[src/rtl/dmem_if.sv]
// Load/store port between the MIPS datapath and its data-memory responder.
interface dmem_if;
  logic        we;
  logic [31:0] a;
  logic [31:0] wd;
  logic [31:0] rd;

  modport master (output we, output a, output wd, input rd);
  modport slave  (input we, input a, input wd, output rd);
endinterface

[src/rtl/dmem_mmio.sv]
// Data memory for the single-cycle MIPS core: word RAM plus an MMIO window
// holding an LED register, an interval timer with sticky match flag, and a cycle counter.
module dmem_mmio #(
  parameter int          DEPTH     = 64,
  parameter logic [15:0] MMIO_BASE = 16'hFFFF
) (
  input  logic       clk,
  input  logic       reset,
  dmem_if.slave      bus,
  output logic [7:0] led,
  output logic       irq
);

  localparam int AW = $clog2(DEPTH);

  localparam logic [5:0] OFF_LED    = 6'd0;
  localparam logic [5:0] OFF_CTRL   = 6'd1;
  localparam logic [5:0] OFF_COUNT  = 6'd2;
  localparam logic [5:0] OFF_CMP    = 6'd3;
  localparam logic [5:0] OFF_STATUS = 6'd4;
  localparam logic [5:0] OFF_CYCLE  = 6'd5;

  logic [31:0] mem [DEPTH];

  logic [7:0]  led_q,   led_d;
  logic [1:0]  ctrl_q,  ctrl_d;
  logic [31:0] count_q, count_d;
  logic [31:0] cmp_q,   cmp_d;
  logic        flag_q,  flag_d;
  logic [31:0] cycle_q, cycle_d;
  logic        irq_q,   irq_d;

  logic          mmio_sel_s;
  logic          reg_hit_s;
  logic          reg_wr_s;
  logic          match_s;
  logic [5:0]    off_s;
  logic [AW-1:0] idx_s;
  logic [31:0]   rd_s;
  logic          unused_s;

  assign mmio_sel_s = (bus.a[31:16] == MMIO_BASE);
  assign reg_hit_s  = mmio_sel_s && (bus.a[15:8] == 8'd0);
  assign reg_wr_s   = bus.we && reg_hit_s;
  assign off_s      = bus.a[7:2];
  assign idx_s      = bus.a[AW+1:2];
  assign match_s    = ctrl_q[0] && (count_q == cmp_q);
  assign unused_s   = &{1'b0, bus.a[1:0]};

  // Combinational load path: register window or RAM word.
  always_comb begin
    rd_s = 32'd0;
    if (reg_hit_s) begin
      case (off_s)
        OFF_LED:    rd_s = {24'd0, led_q};
        OFF_CTRL:   rd_s = {30'd0, ctrl_q};
        OFF_COUNT:  rd_s = count_q;
        OFF_CMP:    rd_s = cmp_q;
        OFF_STATUS: rd_s = {31'd0, flag_q};
        OFF_CYCLE:  rd_s = cycle_q;
        default:    rd_s = 32'd0;
      endcase
    end else if (mmio_sel_s) begin
      rd_s = 32'd0;
    end else begin
      rd_s = mem[idx_s];
    end
  end

  assign bus.rd = rd_s;

  // Next-state for peripheral registers; software COUNT write beats the tick, match beats W1C.
  always_comb begin
    led_d   = led_q;
    ctrl_d  = ctrl_q;
    cmp_d   = cmp_q;
    cycle_d = cycle_q + 32'd1;

    if (reg_wr_s) begin
      case (off_s)
        OFF_LED:  led_d  = bus.wd[7:0];
        OFF_CTRL: ctrl_d = bus.wd[1:0];
        OFF_CMP:  cmp_d  = bus.wd;
        default:  led_d  = led_q;
      endcase
    end else begin
      led_d = led_q;
    end

    if (reg_wr_s && (off_s == OFF_COUNT)) begin
      count_d = bus.wd;
    end else if (match_s) begin
      count_d = 32'd0;
    end else if (ctrl_q[0]) begin
      count_d = count_q + 32'd1;
    end else begin
      count_d = count_q;
    end

    if (match_s) begin
      flag_d = 1'b1;
    end else if (reg_wr_s && (off_s == OFF_STATUS) && bus.wd[0]) begin
      flag_d = 1'b0;
    end else begin
      flag_d = flag_q;
    end

    irq_d = flag_d & ctrl_d[1];
  end

  // Peripheral state registers.
  always_ff @(posedge clk or negedge reset) begin
    if (!reset) begin
      led_q   <= 8'd0;
      ctrl_q  <= 2'd0;
      count_q <= 32'd0;
      cmp_q   <= 32'd0;
      flag_q  <= 1'b0;
      cycle_q <= 32'd0;
      irq_q   <= 1'b0;
    end else begin
      led_q   <= led_d;
      ctrl_q  <= ctrl_d;
      count_q <= count_d;
      cmp_q   <= cmp_d;
      flag_q  <= flag_d;
      cycle_q <= cycle_d;
      irq_q   <= irq_d;
    end
  end

  // RAM store port; contents survive reset but a store is dropped while reset is low.
  always_ff @(posedge clk) begin
    if (reset && bus.we && !mmio_sel_s) begin
      mem[idx_s] <= bus.wd;
    end
  end

  assign led = led_q;
  assign irq = irq_q;

endmodule

[src/flat_wrapper.sv]
// flat-port wrapper written by rule: the top's interface ports become plain ports
module dmem_mmio_flat 
#(
  parameter int          DEPTH     = 64,
  parameter logic [15:0] MMIO_BASE = 16'hFFFF
)
  (clk, reset, led, irq, bus_we, bus_a, bus_wd, bus_rd);
  dmem_if bus_i ();
  input  logic clk;
  input  logic reset;
  output logic [7:0] led;
  output logic irq;
  input wire logic [$bits(bus_i.we)-1:0] bus_we;
  input wire logic [$bits(bus_i.a)-1:0] bus_a;
  input wire logic [$bits(bus_i.wd)-1:0] bus_wd;
  output wire logic [$bits(bus_i.rd)-1:0] bus_rd;
  assign bus_i.we = bus_we;
  assign bus_i.a = bus_a;
  assign bus_i.wd = bus_wd;
  assign bus_rd = bus_i.rd;
  dmem_mmio #(.DEPTH(DEPTH), .MMIO_BASE(MMIO_BASE)) u_core (.clk(clk), .reset(reset), .bus(bus_i), .led(led), .irq(irq));
endmodule
[config.mk]
export PLATFORM = sky130hd
export DESIGN_NAME = dmem_mmio_flat
export DESIGN_NICKNAME = d
export VERILOG_FILES = /design/src/rtl/dmem_if.sv /design/src/rtl/dmem_mmio.sv /design/src/flat_wrapper.sv
export SDC_FILE = /design/constraint.sdc
export NUM_CORES = 2
export LEC_CHECK = 0
export ABC_AREA = 0
export BUFFER_PORTS_ARGS = -buffer_cell sky130_fd_sc_hd__buf_2
export CORE_MARGIN = 2
export CORE_UTILIZATION = 50
export DETAILED_ROUTE_END_ITERATION = 8
export PLACE_DENSITY = 0.77
export SLEW_MARGIN = 5
export SYNTH_ARGS = -nofsm -noshare
export SYNTH_HDL_FRONTEND = slang
export SYNTH_SLANG_ARGS = --single-unit
[constraint.sdc]
create_clock -name clk -period 2.9 [get_ports clk]
set_clock_uncertainty 0.05 [all_clocks]
set_input_delay 0.145 -clock clk [delete_from_list [all_inputs] [get_ports clk]]
set_output_delay 0.145 -clock clk [all_outputs]
set_load 0.05 [all_outputs]
Word-level counts from Yosys, hierarchy flattened

Memory sizes are Yosys's and may differ from the RTL's.
Cells that the tools add are included.

Bits in writable memories: 2048
Memories kept: 1
Flip-flop bits (word level): 108
Input bits: 67

Memories:

| memory     | words | bits a word | rd ports | clocked after memory_dff | write ports | RTL line        | text |
|---|---|---|---|---|---|---|---|
| u_core.mem | 64    | 32          | 1        | 0                        | 1           | dmem_mmio.sv:23 | `logic [31:0] mem [DEPTH];` |

Reduce and logical (&&, ||, !) cells: 15
Multiplexer cells: 12
Bitwise operators: 1
Eq/ne operators: 7
Add/subtract/negate cells: 2

Operators by type and width:

| operator                                             | number |
|---|---|
| one-hot mux 32 bit (6 select lines)                  | 1 |
| two-way mux 32 bit                                   | 5 |
| adder 32 x 1 -> 32 bit (second input constant)       | 2 |
| equality test 32 bit                                 | 1 |
| equality test 16 bit (second input constant)         | 1 |
| equality test 6 x 2 -> 1 bit (second input constant) | 2 |
| equality test 6 x 3 -> 1 bit (second input constant) | 2 |
| logical AND 1 bit                                    | 8 |
| zero test 8 bit                                      | 1 |
| equality test 6 x 1 -> 1 bit (second input constant) | 1 |
| zero test 6 bit                                      | 1 |
| AND reduction 2 bit                                  | 3 |
| two-way mux 1 bit                                    | 4 |
| two-way mux 2 bit                                    | 2 |
| nonzero test 3 bit                                   | 1 |
| bitwise AND 1 bit                                    | 1 |
| zero test 1 bit                                      | 1 |

Logic depth before layout (Yosys ltp)

Depth after elaboration: 8
Gate-level depth with buffers: 12

Least setup slack after synthesis

Ideal clock, no wire load.

Path kind: input port to flip-flop
From: input bus_a[2]
To: memory u_core.mem[10][0] (enable)
Data required time: 2.429 ns
Path slack: -0.369 ns
Setup time: 0.421 ns
Stages: 9
Buffers on the path: 6
Arrival: 2.798 ns
Path through: buf_6 buf_12 buf_8 buf_6 buf_6 buf_4 nor2_1 nand2_1 nor2_1

RTL lines:

| what            | RTL line           | text |
|---|---|---|
| start, declared | flat_wrapper.sv:14 | `input wire logic [$bits(bus_i.a)-1:0] bus_a;` |
| end, declared   | dmem_mmio.sv:23    |  |

No word-level cell before the write port.

Worst setup path after layout

From: memory u_core.mem[2][26]
To: output bus_rd[26]

Word-level cells in the longest chain between the ends: 3

Ends and longest elaborated chain:

| what                 | RTL line           | text |
|---|---|---|
| memory (64 x 32 bit) | n/a                |  |
| two-way mux 32 bit   | dmem_mmio.sv:63    | `end else if (mmio_sel_s) begin` |
| two-way mux 32 bit   | dmem_mmio.sv:53    | `if (reg_hit_s) begin` |
| end, declared        | flat_wrapper.sv:16 | `output wire logic [$bits(bus_i.rd)-1:0] bus_rd;` |

No other way between the ends.

==> flow_metrics.env <==
export IMPL_cpLargestDelayFamily="multiplexers"
export IMPL_globalRoute_totalOverflow=0
export IMPL_cp_slowest_cell="mux4_2"
export IMPL_antenna_left=0
export IMPL_rsz0062_at_grt="yes"
export IMPL_gp_congestion=0.903
export IMPL_drive_above_1_share=0.309
export IMPL_critPathRequiredTime_ns=2.71
export IMPL_vias_per_cell=6.52
export IMPL_netSwitchingPower_w=0.0143
export IMPL_reg2reg_from="u_core.count_q[17]$_DFFE_PN0P_"
export IMPL_finalNonFillerCells=7073
export IMPL_slew_headroom=0.123
export IMPL_timing_rr_end="u_core.irq$_DFF_PN0_"
export IMPL_p_per_area_nw_per_um2=637
export IMPL_cts_tree="done"
export IMPL_post_drt_wl_per_cell_um=32.8
export IMPL_avgSynthCellArea_um2=20.5
export IMPL_cts_clk_slew_worst_paths_ns=0.06
export IMPL_seqPwrFrac=0.534
export IMPL_cts_htree_levels=4
export IMPL_totalWireLength_um=232000
export IMPL_grt_pass1_wl_um=330000
export IMPL_finalMaxSlewViolations=0
export IMPL_die_y_um=416
export IMPL_holdPathStages=1
export IMPL_grt_pass1_vias=45900
export IMPL_drt_iter0_drc=7023
export IMPL_cts_made_buffers=193
export IMPL_status="finished with violations"
export IMPL_critPathCaptureType="output port"
export IMPL_critPathLaunchType="flip-flop"
export IMPL_root_buffer="clkbuf_16"
export IMPL_worstSkewPairLatency_ns=0.88
export IMPL_ioPinCount=108
export IMPL_hold_violations=0
export IMPL_cp_num_buf_inv=1
export IMPL_reg2reg_slack_ns=0.43
export IMPL_drc=0
export IMPL_crit_chain="mux4_2 > mux4_2 > nor2_4 > a2111oi_4 > a2111o_1 > buf_6"
export IMPL_finalSetupViolCount=32
export IMPL_synth_seq_cells=2156
export IMPL_fp_dieW_um=416
export IMPL_internal_power_w=0.0498
export IMPL_sw_frac_of_total=0.223
export IMPL_crit_type="flip-flop to output port"
export IMPL_crit_path_max_fanout=1
export IMPL_post_dp_hpwl_um=142000
export IMPL_clock_power_share=0.399
export IMPL_syn_cell_area_um2=84700
export IMPL_clockBufferDepth=3
export IMPL_setup_tns_ns=-9.06
export IMPL_max_clock_freq_mhz=297
export IMPL_num_nets_final=4758
export IMPL_grt_max_degree=80
export IMPL_synth_distinct_cells=63
export IMPL_min_to="u_core.mem[20][9]$_DFFE_PP_"
export IMPL_synth_edf_count=2048
export IMPL_yosysSeqAreaShare=0.758
export IMPL_async_reset_ff_frac=0.0501
export IMPL_antenna_found_initial=7
export IMPL_power_leakage_nw=33.1
export IMPL_hold_start="bus_wd[9]"
export IMPL_initial_core_util=0.502
export IMPL_synthCells=4131
export IMPL_area_delta_synth_final_pct=18.7
export IMPL_track_usage=0.268
export IMPL_num_vias=46100
export IMPL_period_needed_ns=3.37
export IMPL_reg2reg_depth=7
export IMPL_violations="setup timing"
export IMPL_hold_class="input port to flip-flop"
export IMPL_cts_num_sinks=2156
export IMPL_first_pass_iters=8
export IMPL_critPathMostFrequentCell="mux4_2"
export IMPL_yosys_warnings=0
export IMPL_cpPeakStageDelay_ns=0.56
export IMPL_syn_num_nets=4200
export IMPL_portBuffers=105
export IMPL_tightest_slew_ns=1.32
export IMPL_post_place_cells=6692
export IMPL_nFillCells=11300
export IMPL_cp_arrival_ns=3.17
export IMPL_maxCapViolations=0
export IMPL_coreArea_um2=169000
export IMPL_finalWorstSetupSlack_ns=-0.466
export IMPL_rows=151
export IMPL_die_area_um2=173000
export IMPL_pwr_share_comb=0.068
export IMPL_ir_drop_mv=0.556
export IMPL_synth_flop_cell="edfxtp_1"
export IMPL_period_share=1.16
-- registers in the layout, summed over array words and instances (netlist names) --
| signal | cells |
|---|---|
| u_core.ctrl_q | 2 |
| u_core.count_q | 32 |
| u_core.cmp_q | 32 |
| u_core.cycle_q | 32 |
| u_core.irq | 1 |
| u_core.flag_q | 1 |
| u_core.mem | 2048 |
| u_core.led | 8 |
-- cell type report --
| cell class | count | area, um^2 | share of cell area |
|---|---|---|---|
| flip-flops and latches | 2156 | 64200 | 0.638 |
| inverters | 8 | 32.5 | 0.000323 |
| diodes | 3 | 7.51 | 0.0000747 |
| well taps | 2218 | 2780 | 0.0276 |
| clock buffers | 242 | 5080 | 0.0506 |
| multi-input cells | 1723 | 20600 | 0.205 |
| clock inverters | 116 | 1230 | 0.0122 |
| repair buffers | 607 | 6620 | 0.0658 |
-- Yosys cell counts (all sizes together), types with 13 or more instances --
cell / n / area, um^2
mux2i: 336 / 3360
a21o: 33 / 248
o22a: 18 / 158
mux2: 64 / 721
nor3: 68 / 357
nor2b: 15 / 93.8
nand4: 32 / 200
edfxtp: 2048 / 61500
o32ai: 13 / 114
a22oi: 116 / 871
nor2: 107 / 404
xnor2: 32 / 280
o2111ai: 20 / 175
buf: 172 / 1020
a222oi: 20 / 200
clkbuf: 72 / 272
o22ai: 19 / 119
nor4: 13 / 87.6
nand3: 61 / 305
o211ai: 38 / 285
dfrtp: 108 / 2700
nand2: 86 / 323
mux4: 413 / 9330
a21oi: 50 / 250
o21ai: 28 / 140
xor2: 61 / 534
-- cell families (layout without fill, tap and decap cells) --
group	count (synthesis)	in the layout	share of synthesized area
AOI/OAI and AO/OA	394	394	0.0342
xor gates and xnor gates	93	93	0.00961
adders and majority gates	2	2	0.000295
buffers and inverters	252	973	0.0156
DFF	2156	2156	0.758
muxes	813	813	0.158
other	0	3	0
and+or+nand+nor	421	421	0.0241
-- routing by layer --
layer,track usage,share of wire
met2,0.427,0.48
met4,0.135,0.055
met1,0.350,0.35
met5,0,0.00011
met3,0.0580,0.11
-- placed cells by master, fill, tap and decap left out, drive strengths merged, types with 8 or more instances in the layout --
| cell | count |
|---|---|
| o22ai | 19 |
| o21ai | 28 |
| o211ai | 38 |
| mux2 | 64 |
| nand4 | 32 |
| and3 | 11 |
| xor2 | 61 |
| nor2b | 15 |
| xnor2 | 32 |
| edfxtp | 2048 |
| clkbuf | 250 |
| nor4 | 13 |
| dfrtp | 108 |
| a22oi | 116 |
| a21oi | 50 |
| a21o | 33 |
| clkinv | 78 |
| nor3 | 68 |
| nor2 | 107 |
| clkinvlp | 10 |
| nand2 | 86 |
| a222oi | 20 |
| o22a | 18 |
| mux2i | 336 |
| bufinv | 15 |
| inv | 21 |
| nand3 | 61 |
| nand2b | 8 |
| buf | 564 |
| mux4 | 413 |
| dlygate4sd3 | 35 |
| o2111ai | 20 |
| o32ai | 13 |
-- worst max-delay path by stage --
stage	start	to	slack, ns	cells past startpoint
CTS	u_core.mem[2][1]$_DFFE_PP_	bus_rd[1]	-0.60	6
finish	u_core.mem[2][26]$_DFFE_PP_	bus_rd[26]	-0.47	6
global route	u_core.mem[2][26]$_DFFE_PP_	bus_rd[26]	-0.53	6
global placement	bus_a[19]	bus_rd[5]	-0.94	10
floorplan	bus_a[2]	u_core.mem[10][0]$_DFFE_PP_	-0.37	9
detailed placement	bus_a[19]	bus_rd[7]	-1.00	11
-- what timing repair did --
item / CTS / global route
setup buffers: 4 / 0
setup endpoints to repair: 32 / 32
hold buffers: 35 / 0
pin swaps: 38 / 37
hold endpoints to repair: 1108 / 0
resized for setup: 182 / 40
-- per-stage QoR --
step	util	setup WS (ns)	hold slack, ns	cell area [um^2]	power [W]
final	0.595	-0.466	0.0398	101000	0.0641
after global routing	0.595	-0.535	0.0356	101000	0.0655
after CTS	0.595	-0.596	0.0115	100000	0.0642
after detailed placement	0.550	-1.00	0.289	93000	0.0389
after global placement	0.550	-0.944	0.292	93000	0.0388
after floorplan	-	-0.369	-0.201	84700	0.0367
-- power by group through the flow --
stage / registers [W] / logic [W] / clock network (W)
global route: 0.0342 / 0.00448 / 0.0268
detailed placement: 0.0349 / 0.00401 / 0
floorplan: 0.0349 / 0.00185 / 0
global placement: 0.0349 / 0.00393 / 0
finish: 0.0342 / 0.00434 / 0.0255
CTS: 0.0342 / 0.00428 / 0.0257
Note: power is estimated with default switching activity, not from simulation.
